==> src/rtl/mux_sched_pkg.sv <==
// Shared types and constants for the round-robin mux-select scheduler.
package mux_sched_pkg;

  localparam int N_REQ = 8;
  localparam int SEL_W = 3;

  typedef enum logic [1:0] {
    IDLE  = 2'd0,
    GRANT = 2'd1,
    GAP   = 2'd2
  } state_e;

endpackage

==> src/rtl/mux_rr_scheduler_rr_pick8.sv <==
// Rotating-priority finder: first set bit of ereq scanning from ptr upward, wrapping at 8.
module rr_pick8
  import mux_sched_pkg::*;
(
  input  logic [N_REQ-1:0] ereq_i,
  input  logic [SEL_W-1:0] ptr_i,
  output logic [SEL_W-1:0] winner_o,
  output logic             any_o
);

  logic [SEL_W-1:0] idx;

  // Walk offsets high to low so the smallest offset from ptr is the last to win.
  always_comb begin
    winner_o = '0;
    any_o    = 1'b0;
    idx      = '0;
    for (int i = N_REQ - 1; i >= 0; i--) begin
      idx = ptr_i + SEL_W'(i);
      if (ereq_i[idx]) begin
        winner_o = idx;
        any_o    = 1'b1;
      end
    end
  end

endmodule

==> src/rtl/mux_rr_scheduler.sv <==
// Round-robin owner of the 8:1 result mux: registered one-hot grant and select,
// hold timeout, and a one-cycle dead gap between owners.
module mux_rr_scheduler #(
  parameter int N_REQ    = 8,
  parameter int MAX_HOLD = 16,
  parameter int HOLD_W   = 8
) (
  input  logic             clk,
  input  logic             rst,
  input  logic [N_REQ-1:0] req_i,
  input  logic [N_REQ-1:0] req_mask_i,
  input  logic             done_i,
  output logic [N_REQ-1:0] gnt_o,
  output logic [2:0]       sel_o,
  output logic             sel_valid_o,
  output logic             timeout_o,
  output logic             busy_o
);
  import mux_sched_pkg::state_e;
  import mux_sched_pkg::IDLE;
  import mux_sched_pkg::GRANT;
  import mux_sched_pkg::GAP;

  state_e            state_q;
  logic [N_REQ-1:0]  gnt_q;
  logic [2:0]        sel_q;
  logic              sel_valid_q;
  logic              timeout_q;
  logic              busy_q;
  logic [2:0]        ptr_q;
  logic [HOLD_W-1:0] hold_q;
  logic [HOLD_W-1:0] hold_d;

  logic [N_REQ-1:0]  ereq;
  logic [2:0]        pick_w;
  logic              pick_any;

  assign ereq   = req_i & req_mask_i;
  assign hold_d = hold_q + HOLD_W'(1);

  rr_pick8 u_pick (
    .ereq_i   (ereq),
    .ptr_i    (ptr_q),
    .winner_o (pick_w),
    .any_o    (pick_any)
  );

  always_ff @(posedge clk or posedge rst) begin
    if (rst) begin
      state_q     <= IDLE;
      gnt_q       <= '0;
      sel_q       <= '0;
      sel_valid_q <= 1'b0;
      timeout_q   <= 1'b0;
      busy_q      <= 1'b0;
      ptr_q       <= '0;
      hold_q      <= '0;
    end else begin
      case (state_q)
        IDLE: begin
          timeout_q <= 1'b0;
          if (pick_any) begin
            state_q     <= GRANT;
            gnt_q       <= N_REQ'(1) << pick_w;
            sel_q       <= pick_w;
            sel_valid_q <= 1'b1;
            busy_q      <= 1'b1;
            hold_q      <= HOLD_W'(1);
          end else begin
            busy_q <= 1'b0;
          end
        end
        GRANT: begin
          // done outranks the timeout, so a coincident done never pulses timeout.
          if (done_i || !ereq[sel_q] || hold_q == HOLD_W'(MAX_HOLD)) begin
            state_q     <= GAP;
            gnt_q       <= '0;
            sel_valid_q <= 1'b0;
            ptr_q       <= sel_q + 3'd1;
            timeout_q   <= !done_i && ereq[sel_q];
          end else begin
            hold_q <= hold_d;
          end
        end
        GAP: begin
          state_q   <= IDLE;
          timeout_q <= 1'b0;
          busy_q    <= 1'b0;
        end
        default: begin
          state_q     <= IDLE;
          gnt_q       <= '0;
          sel_valid_q <= 1'b0;
          timeout_q   <= 1'b0;
          busy_q      <= 1'b0;
        end
      endcase
    end
  end

  assign gnt_o       = gnt_q;
  assign sel_o       = sel_q;
  assign sel_valid_o = sel_valid_q;
  assign timeout_o   = timeout_q;
  assign busy_o      = busy_q;

endmodule

==> config.mk <==
export PLATFORM = sky130hd
export DESIGN_NAME = mux_rr_scheduler
export DESIGN_NICKNAME = d
export VERILOG_FILES = /design/src/rtl/mux_sched_pkg.sv /design/src/rtl/mux_rr_scheduler_rr_pick8.sv /design/src/rtl/mux_rr_scheduler.sv
export SDC_FILE = /design/constraint.sdc
export NUM_CORES = 1
export LEC_CHECK = 0
export BUFFER_PORTS_ARGS = -buffer_cell sky130_fd_sc_hd__buf_2
export CORE_MARGIN = 4
export CORE_UTILIZATION = 35
export CTS_CLUSTER_DIAMETER = 30
export DETAILED_ROUTE_END_ITERATION = 7
export MAX_ROUTING_LAYER = met4
export PLACE_DENSITY = 0.51
export SYNTH_ARGS = -nofsm -noshare
export SYNTH_HDL_FRONTEND = slang
export SYNTH_SLANG_ARGS = --single-unit
==> constraint.sdc <==
create_clock -name clk -period 8.1 [get_ports clk]
set_input_delay 0.405 -clock clk [delete_from_list [all_inputs] [get_ports clk]]
set_output_delay 0.405 -clock clk [all_outputs]
set_load 0.05 [all_outputs]
Word-level counts from Yosys, hierarchy flattened
Index checks and enable logic that the tools add are counted.

word-level totals
  flip-flop bits (word level) = 27
  bits of input ports = 19
  output and inout port bits = 14

operators by class
  add/sub/neg operators = 9
  $lt $le $gt $ge = 9
  eq/ne operators = 6
  shift-type cells = 1
  muxes and demuxes = 50
  bitwise gates (word level) = 2
  reductions and logical operators = 12

operator list
  operator             count
  $lt 3x4->1 const B   9
  $mux 8               4
  $bmux 1 s3           9
  $mux 3               8
  $pmux 8 s3           1
  $mux 1               22
  $pmux 8 s2           1
  $add 3x3->3 const B  4
  $add 8x1->8 const B  1
  $and 8x8->8          1
  $eq 8x5->1 const B   1
  $shl 1x3->8 const A  1
  $add 3x1->3 const B  2
  $add 3x2->3 const B  2
  $ne 2x2->1 const B   3
  $reduce_and 2->1     3
  $reduce_and 3->1     2
  $mux 2               2
  $pmux 2 s2           1
  $pmux 1 s3           1
  $eq 2x1->1 const B   1
  $eq 2x2->1 const B   1
  $logic_not 1->1      2
  $logic_not 2->1      1
  other kinds (5)      6

Longest topological paths before layout
Gate-level depths: netlist of run 1.

  depth after elaboration = 14
  mapped depth = 11
  mapped depth without buffers = 9

By module
From an unflattened synthesis of run 1, not the netlist that was laid out.

second synthesis, totals
  cell total of the unflattened synthesis = 230
  area, all modules = 2,163.3 µm²

modules (own cells, without submodules)
  module            times used  cells an instance  area each (µm²)  seq. area each (µm²)
  mux_rr_scheduler  1           140                1,381.3          675.6
  rr_pick8          1           90                 782.0            0.0

Worst setup path before layout of run 1
OpenSTA, ideal clock, no wires.

  path type = reg2reg
  from = register ptr_q[0]
  to = register gnt_q[1] (netlist: gnt_o[1])
  library setup time = 101 ps
  data arrival time = 2,806 ps
  path slack = 5,193 ps
  stages on the path, launching flop included = 12
  path buffers = 2
  cell sequence = dfrtp_1 > buf_6 > inv_4 > ha_1 > clkbuf_1 > inv_1 > mux4_2 > or2_0 > a31o_2 > o2111a_1 > or3b_1 > o32ai_1

on the way
  word-level cells in the longest chain between the ends = 14

RTL lines
  element                       RTL line                         text
  start: declaration            mux_rr_scheduler.sv:30           logic [2:0] ptr_q;
  start signal: assignment      mux_rr_scheduler.sv:79           ptr_q <= sel_q + 3'd1;
  $add 3x3->3                   mux_rr_scheduler_rr_pick8.sv:19  idx = ptr_i + SEL_W'(i);
  $bmux 1 s3                    mux_rr_scheduler_rr_pick8.sv:20  if (ereq_i[idx]) begin
  $mux 1 (not written as such)  mux_rr_scheduler_rr_pick8.sv:20
  $mux 3 (8 in series)          mux_rr_scheduler_rr_pick8.sv:20
  $shl 1x3->8                   mux_rr_scheduler.sv:64           gnt_q <= N_REQ'(1) << pick_w;
  $mux 8                        mux_rr_scheduler.sv:62           if (pick_any) begin
  $pmux 8 s3                    mux_rr_scheduler.sv:59           case (state_q)
  end signal: assignment        mux_rr_scheduler.sv:64
  end: declaration              mux_rr_scheduler.sv:25           logic [N_REQ-1:0] gnt_q;

Parallel ways exist; a longest one is shown, timed or not. The select of a mux whose other input is x is not followed.
A chain may end at the register's enable or synchronous reset.

Worst setup path after layout of run 1
  from = register ptr_q[1]
  to = register gnt_q[7] (netlist: gnt_o[7])

Same word-level chain as after synthesis.

==> flow_summary_export.csv, run 1 <==
group,metric,value,unit
yosys,synth_cell_type_count,61,
setup_path,required,8.22,ns
place,portBuffers,32,
timing,finalClockSkew,0.00465,ns
job,maxCapViolCount,0,
grt,grt_pass1_vias,1950,
die,initial_core_util,36.2,%
grt,grtUsageTotal,16.8,%
die,dieArea,7930,sq um
place,post-place-cells,353,
die,num_rows,29,
final_layout,drive_gt1_share,22.5,%
drt,wl,6170,um
place,post-place-ws,4.65,ns
die,die_h,89.1,um
setup_path,crit_chain,"inv_2 > ha_1 > xnor2_1 > mux4_2 > and4_1 > o311a_1 > nor3_1 > o32ai_1",
yosys,synthArstFlopShare,100,%
pwr,leakage,1.06,nW
setup_path,r2r_cells,8,
grt,overflow,0,
final_layout,fill_cells,645,
die,core_area,6350,sq um
clock_tree,cts_setup_buffers,0,
clock_tree,cts_tree,"built",
drt,first_pass_iters,4,
hold_path,min_path_type,"in2async",
timing,rsz0062_at_grt,"false",
final_layout,instances_no_fill,357,
clock_tree,clockRootBuffer,"clkbuf_8",
clock_tree,cts_buffer_depth,2,
yosys,avgSynthCellArea,9.20,sq um
yosys,synth.top_cells.by_area,"dfrtp_1, mux4_2, nor2_1",
timing,period_minus_slack,3.47,ns
yosys,syn_nets,274,
final_layout,diodes,0,
yosys,ys_seq_area_share,29.4,%
setup_path,reg2reg_to,"gnt_o[7]",
yosys,synth_edf_count,0,
final_layout,nets,305,
die,die_w,89.1,um
pwr,powerDensity,457,nW/um^2
drt,drtIter0Drc,126,
grt,grt_max_degree,29,
clock_tree,cts.sink_count,27,
yosys,yosysMostFrequentCell,"dfrtp_1",
clock_tree,clk_latency,0.27,ns
timing,fin_ws,4.63,ns
final_layout,post-route-util,40.3,%
place,gp_congestion,0.899,
setup_path,crit_type,"reg2reg",
yosys,synth_top_area_cell,"dfrtp_1",
clock_tree,htree_levels,1,
clock_tree,post_cts_resized,0,
die,pin_count,33,
setup_path,start_kind,"register",
setup_path,critPathMaxStageDelay,0.63,ns
timing,hold_viol_final,0,
grt,antenna_found_initial,0,
timing,finalCritPeriodShare,42.9,%
timing,setup_viol,0,
clock_tree,cts_buffers,3,
setup_path,worstPathArrival,3.60,ns
clock_tree,clk_pin_slew,0.09,ns
final_layout,area_growth,11.4,%
setup_path,r2r-start,"ptr_q[1]",
setup_path,critPathMaxFanout,14,
setup_path,crit_path_top_delay_cell,"dfrtp_1",
drt,routed_via_density,5.76,
yosys,yosys_most_used_dff,"dfrtp_1",
yosys,synth_seq_cells,27,
timing,tightest_slew,1.06,ns
yosys,synthCells,250,
setup_path,crit_path_end_kind,"register",
grt,grt_pass1_wl,10000,um
yosys,netlist_area,2300,sq um
yosys,synth_top_area_share,29.4,%
yosys,yosys-top-cells-count,"dfrtp_1, nor2_1, inv_1, nand2_1",
pwr,vdd_drop_max,193,uV
timing,relSlewSlack,29.5,%
place,dpl.hpwl,4760,um
clock_tree,cts_hold_buf,0,
drt,ant_nets,0,
drt,dr_total_vias,2058,
status,status,"finished clean",
drt,post-route-drc-count,0,
setup_path,rrSetupSlack,4.63,ns
timing,tns,0,ns
timing,report.final.slew_viol_count,0,
drt,wl_per_cell,17.3,um
timing,clock.fmax,288,MHz
yosys,synth_warnings,0,
## critical path: cells and delay by family, from the launching register on
family | cells | cell delay (ns)
simple gates | 2 | 0.75
flops | 1 | 0.63
mux | 1 | 0.58
compound gates | 2 | 0.51
xor+xnor | 1 | 0.39
fa+ha+maj | 1 | 0.29
buf+inv | 1 | 0.19
## how the worst max path moves through the flow
| stage | start | endpoint | slack (ns) |
|---|---|---|---|
| 2_1_floorplan | ptr_q[0] | gnt_o[1] | 5.19 |
| 3_3_place_gp | ptr_q[0] | gnt_o[1] | 4.72 |
| 3_5_place_dp | ptr_q[1] | gnt_o[7] | 4.65 |
| 4_1_cts | ptr_q[1] | gnt_o[7] | 4.62 |
| 5_1_grt | ptr_q[1] | gnt_o[1] | 4.37 |
| 6_report | ptr_q[1] | gnt_o[7] | 4.63 |
## metrics by stage
stage               cell area (sq um)  hold WS [ns]  power, mW
floorplan                        2300         0.456      0.904
global placement                 2520         0.461       1.10
detailed placement               2520         0.465       1.09
CTS                              2560         0.399       1.17
global route                     2560         0.424       1.27
finish                           2560         0.379       1.17
## state kept, by name (all words and copies together) (netlist names)
register / count
busy_o: 1
gnt_o: 8
hold_q: 8
ptr_q: 3
sel_o: 3
sel_valid_o: 1
state_q: 2
timeout_o: 1
## power breakdown
| part | internal [mW] | switching (mW) | total, mW | leakage [nW] |
|---|---|---|---|---|
| clock network | 0.0353 | 0.0421 | 0.0774 | 0.0228 |
| registers | 0.174 | 0.0537 | 0.228 | 0.347 |
| logic | 0.345 | 0.521 | 0.866 | 0.692 |
| total | 0.554 | 0.617 | 1.17 | 1.06 |
## placed cells by master, fill, tap and decap left out, types with 4 or more instances in the layout
| cell type | n |
|---|---|
| dfrtp_1 | 27 |
| mux2i_1 | 4 |
| xnor2_1 | 7 |
| nand2_1 | 18 |
| ha_1 | 5 |
| and2_1 | 9 |
| nor2_1 | 25 |
| mux4_2 | 14 |
| a21oi_1 | 9 |
| buf_2 | 32 |
| inv_1 | 21 |
| o32ai_1 | 8 |
| a21o_1 | 4 |
| o21ai_0 | 14 |
| nand3_1 | 11 |
| nor3_1 | 4 |
## cell families (layout without fill, tap and decap cells)
kind of cell / after synthesis / in the layout / synth area share [%]
xor+xnor: 9 / 9 / 3.43
fa+ha+maj: 5 / 5 / 2.72
simple gates: 92 / 92 / 21.1
buf+inv: 31 / 61 / 6.26
flops: 27 / 27 / 29.4
mux: 19 / 19 / 16.4
compound gates: 67 / 67 / 20.7
## area by class of cell
| type | count | area (sq um) | share of cell area, % |
|---|---|---|---|
| sequential | 27 | 676 | 26.4 |
| timing repair buffer | 34 | 175 | 6.84 |
| inverter | 23 | 88.8 | 3.47 |
| tap | 77 | 96.3 | 3.76 |
| clock buffer | 4 | 45.0 | 1.76 |
| multi-input combinational | 192 | 1480 | 57.8 |
## layer usage
metal | part of all wire, % | track usage [%]
met5 | 0 | -
met4 | 0.31 | 2.30
met3 | 7.1 | 3.50
met2 | 46 | 25.4
met1 | 47 | 24.1
No activity file was read; power rests on OpenSTA's default activity.
==> run 2: changes to the inputs <==
--- a/config.mk
+++ b/config.mk
@@ -11,7 +11,7 @@
 export CTS_CLUSTER_DIAMETER = 30
 export DETAILED_ROUTE_END_ITERATION = 7
 export MAX_ROUTING_LAYER = met4
-export PLACE_DENSITY = 0.51
+export PLACE_DENSITY = 0.53
 export SYNTH_ARGS = -nofsm -noshare
 export SYNTH_HDL_FRONTEND = slang
 export SYNTH_SLANG_ARGS = --single-unit
==> constraint.sdc (replaced) <==
create_clock -name clk -period 3 [get_ports clk]
set_input_delay 0.15 -clock clk [delete_from_list [all_inputs] [get_ports clk]]
set_output_delay 0.15 -clock clk [all_outputs]
set_load 0.05 [all_outputs]
==> flow_summary_export.csv, run 2 (synthesis gave the netlist of run 1 again) <==
group,metric,value,unit
clock_tree,cts_buffer_depth,2,
drt,post-route-drc-count,0,
final_layout,nets,322,
clock_tree,cts_hold_buf,0,
pwr,leakage,1.16,nW
drt,topRoutingLayerUsed,"met4",
setup_path,required,3.17,ns
drt,dr_wl_met2,2970,um
grt,antenna_found_initial,0,
drt,dr_total_vias,2145,
drt,ant_nets,0,
die,pin_count,33,
final_layout,final_common_cell,"buf_2",
timing,finalClockSkew,0.00343,ns
timing,report.final.slew_viol_count,0,
clock_tree,clk_latency,0.27,ns
status,status,"finished clean",
die,die_h,89.1,um
pwr,pwr-share-comb,77.4,%
clock_tree,clockRootBuffer,"clkbuf_8",
final_layout,diodes,0,
timing,hold_viol_final,0,
place,portBuffers,32,
pwr,p_sw,1.78,mW
timing,rsz0062_at_grt,"false",
hold_path,min_path_type,"in2async",
die,core_area,6350,sq um
setup_path,worstPathArrival,3.04,ns
job,maxCapViolCount,0,
final_layout,final_cell_mix,"buf_2, dfrtp_1, nor2_1",
timing,tns,0,ns
die,num_rows,29,
pwr,p_int,1.75,mW
timing,relSlewSlack,30.0,%
drt,routed_via_density,5.74,
pwr,power_frac_seq,16.8,%
grt,grt_pass1_wl,10400,um
clock_tree,cts.sink_count,27,
clock_tree,cts_setup_buffers,0,
setup_path,crit_chain,"inv_4 > ha_2 > xnor2_2 > mux4_2 > and4_1 > o311a_1 > or3_4 > o32ai_1",
grt,grtUsageTotal,17.2,%
drt,wl_per_cell,17.0,um
pwr,p_clk_share,5.8,%
clock_tree,clk_pin_slew,0.09,ns
timing,tightest_slew,1.05,ns
pwr,powerDensity,1280,nW/um^2
drt,first_pass_iters,4,
die,initial_core_util,36.2,%
timing,hold-worst-slack,0.123,ns
setup_path,critPathMaxStageDelay,0.55,ns
setup_path,crit_type,"reg2reg",
setup_path,start_kind,"register",
pwr,vdd_drop_max,544,uV
die,die_w,89.1,um
clock_tree,cts_buffers,3,
timing,setup_viol,0,
setup_path,critPathMaxFanout,5,
grt,grt_pass1_vias,2053,
clock_tree,cts_tree,"built",
drt,wl,6350,um
grt,overflow,0,
timing,clock.fmax,348,MHz
die,dieArea,7930,sq um
setup_path,crit_path_top_delay_cell,"mux4_2",
grt,grt_max_degree,28,
drt,wl_met1,3010,um
pwr,swShare,50.5,%
timing,period_minus_slack,2.87,ns
final_layout,drive_gt1_share,31.3,%
place,dpl.hpwl,5010,um
drt,wl_met3,353,um
drt,drtIter0Drc,179,
final_layout,area_growth,19.9,%
setup_path,crit_path_end_kind,"register",
place,gp_congestion,0.989,
timing,finalCritPeriodShare,95.8,%
clock_tree,htree_levels,1,
-- run 2: changes by cell type in the layout (fill, tap and decap cells not counted), moves of 2 or more --
| cell | previous run | this run |
|---|---|---|
| buf_4 | 2 | 18 |
| ha_1 | 5 | 3 |
| ha_2 | 0 | 2 |
| xor2_1 | 2 | 0 |
| xor2_2 | 0 | 2 |
-- run 2: power groups by stage --
stage | registers, mW | logic (mW) | clock network, mW
final | 0.592 | 2.73 | 0.203
after global placement | 0.588 | 2.61 | 0
after CTS | 0.582 | 2.61 | 0.214
after floorplan | 0.714 | 1.73 | 0
after detailed placement | 0.589 | 2.58 | 0
after global routing | 0.608 | 2.98 | 0.226
-- run 2: routing by layer --
layer / GRT usage (%) / vias up
met1: 24.1 / 1038
met4: 2.30 / 0
li1: - / 1032
met5: - / -
met3: 2.76 / 2
met2: 27.1 / 73
-- run 2: what timing repair did --
item / CTS / global route
endpoints found under the setup margin: 8 / 13
pin swaps: 0 / 0
resized for setup: 2 / 12
-- run 2: stage by stage --
| step | cell area [sq um] | worst slack [ns] | total power, mW | instances | utilization (%) |
|---|---|---|---|---|---|
| 2_1_floorplan | 2300 | 0.0934 | 2.44 | 250 | - |
| 3_3_place_gp | 2640 | -0.00975 | 3.20 | 370 | 41.6 |
| 3_5_place_dp | 2640 | -0.0254 | 3.17 | 370 | 41.6 |
| 4_1_cts | 2700 | 0.0131 | 3.41 | 374 | 42.4 |
| 5_1_grt | 2760 | 0.00106 | 3.82 | 374 | 43.4 |
| 6_report | 2760 | 0.126 | 3.52 | 374 | 43.4 |
-- run 2: critical path: cells and delay by family, from the launching register on --
family | cells | cell delay (ns)
multiplexers | 1 | 0.55
AO/OA/AOI/OAI | 2 | 0.64
adder cells (fa/ha/maj) | 1 | 0.25
buffers and inverters | 1 | 0.08
flip-flops | 1 | 0.46
AND/OR/NAND/NOR | 2 | 0.64
XOR/XNOR | 1 | 0.15
-- run 2: area by class of cell --
type / count / area [sq um]
timing repair buffer: 51 / 307
inverter: 23 / 88.8
multi-input combinational: 192 / 1540
clock buffer: 3 / 41.3
sequential: 27 / 677
clock inverter: 1 / 5.00
tap: 77 / 96.3
fill: 619 / 3590
-- run 2: final timing paths --
kind | from | endpoint | slack, ns | depth (start not counted)
hold / removal | rst | gnt_o[2] | 0.12 | 2
min in group clk | done_i | timeout_o | 0.15 | 4
max in group asynchronous | rst | ptr_q[0] | 2.17 | 2
hold reg to reg | busy_o | busy_o | 0.49 | 1
setup / recovery | ptr_q[0] | gnt_o[2] | 0.13 | 8
setup reg to reg | ptr_q[0] | gnt_o[2] | 0.13 | 8
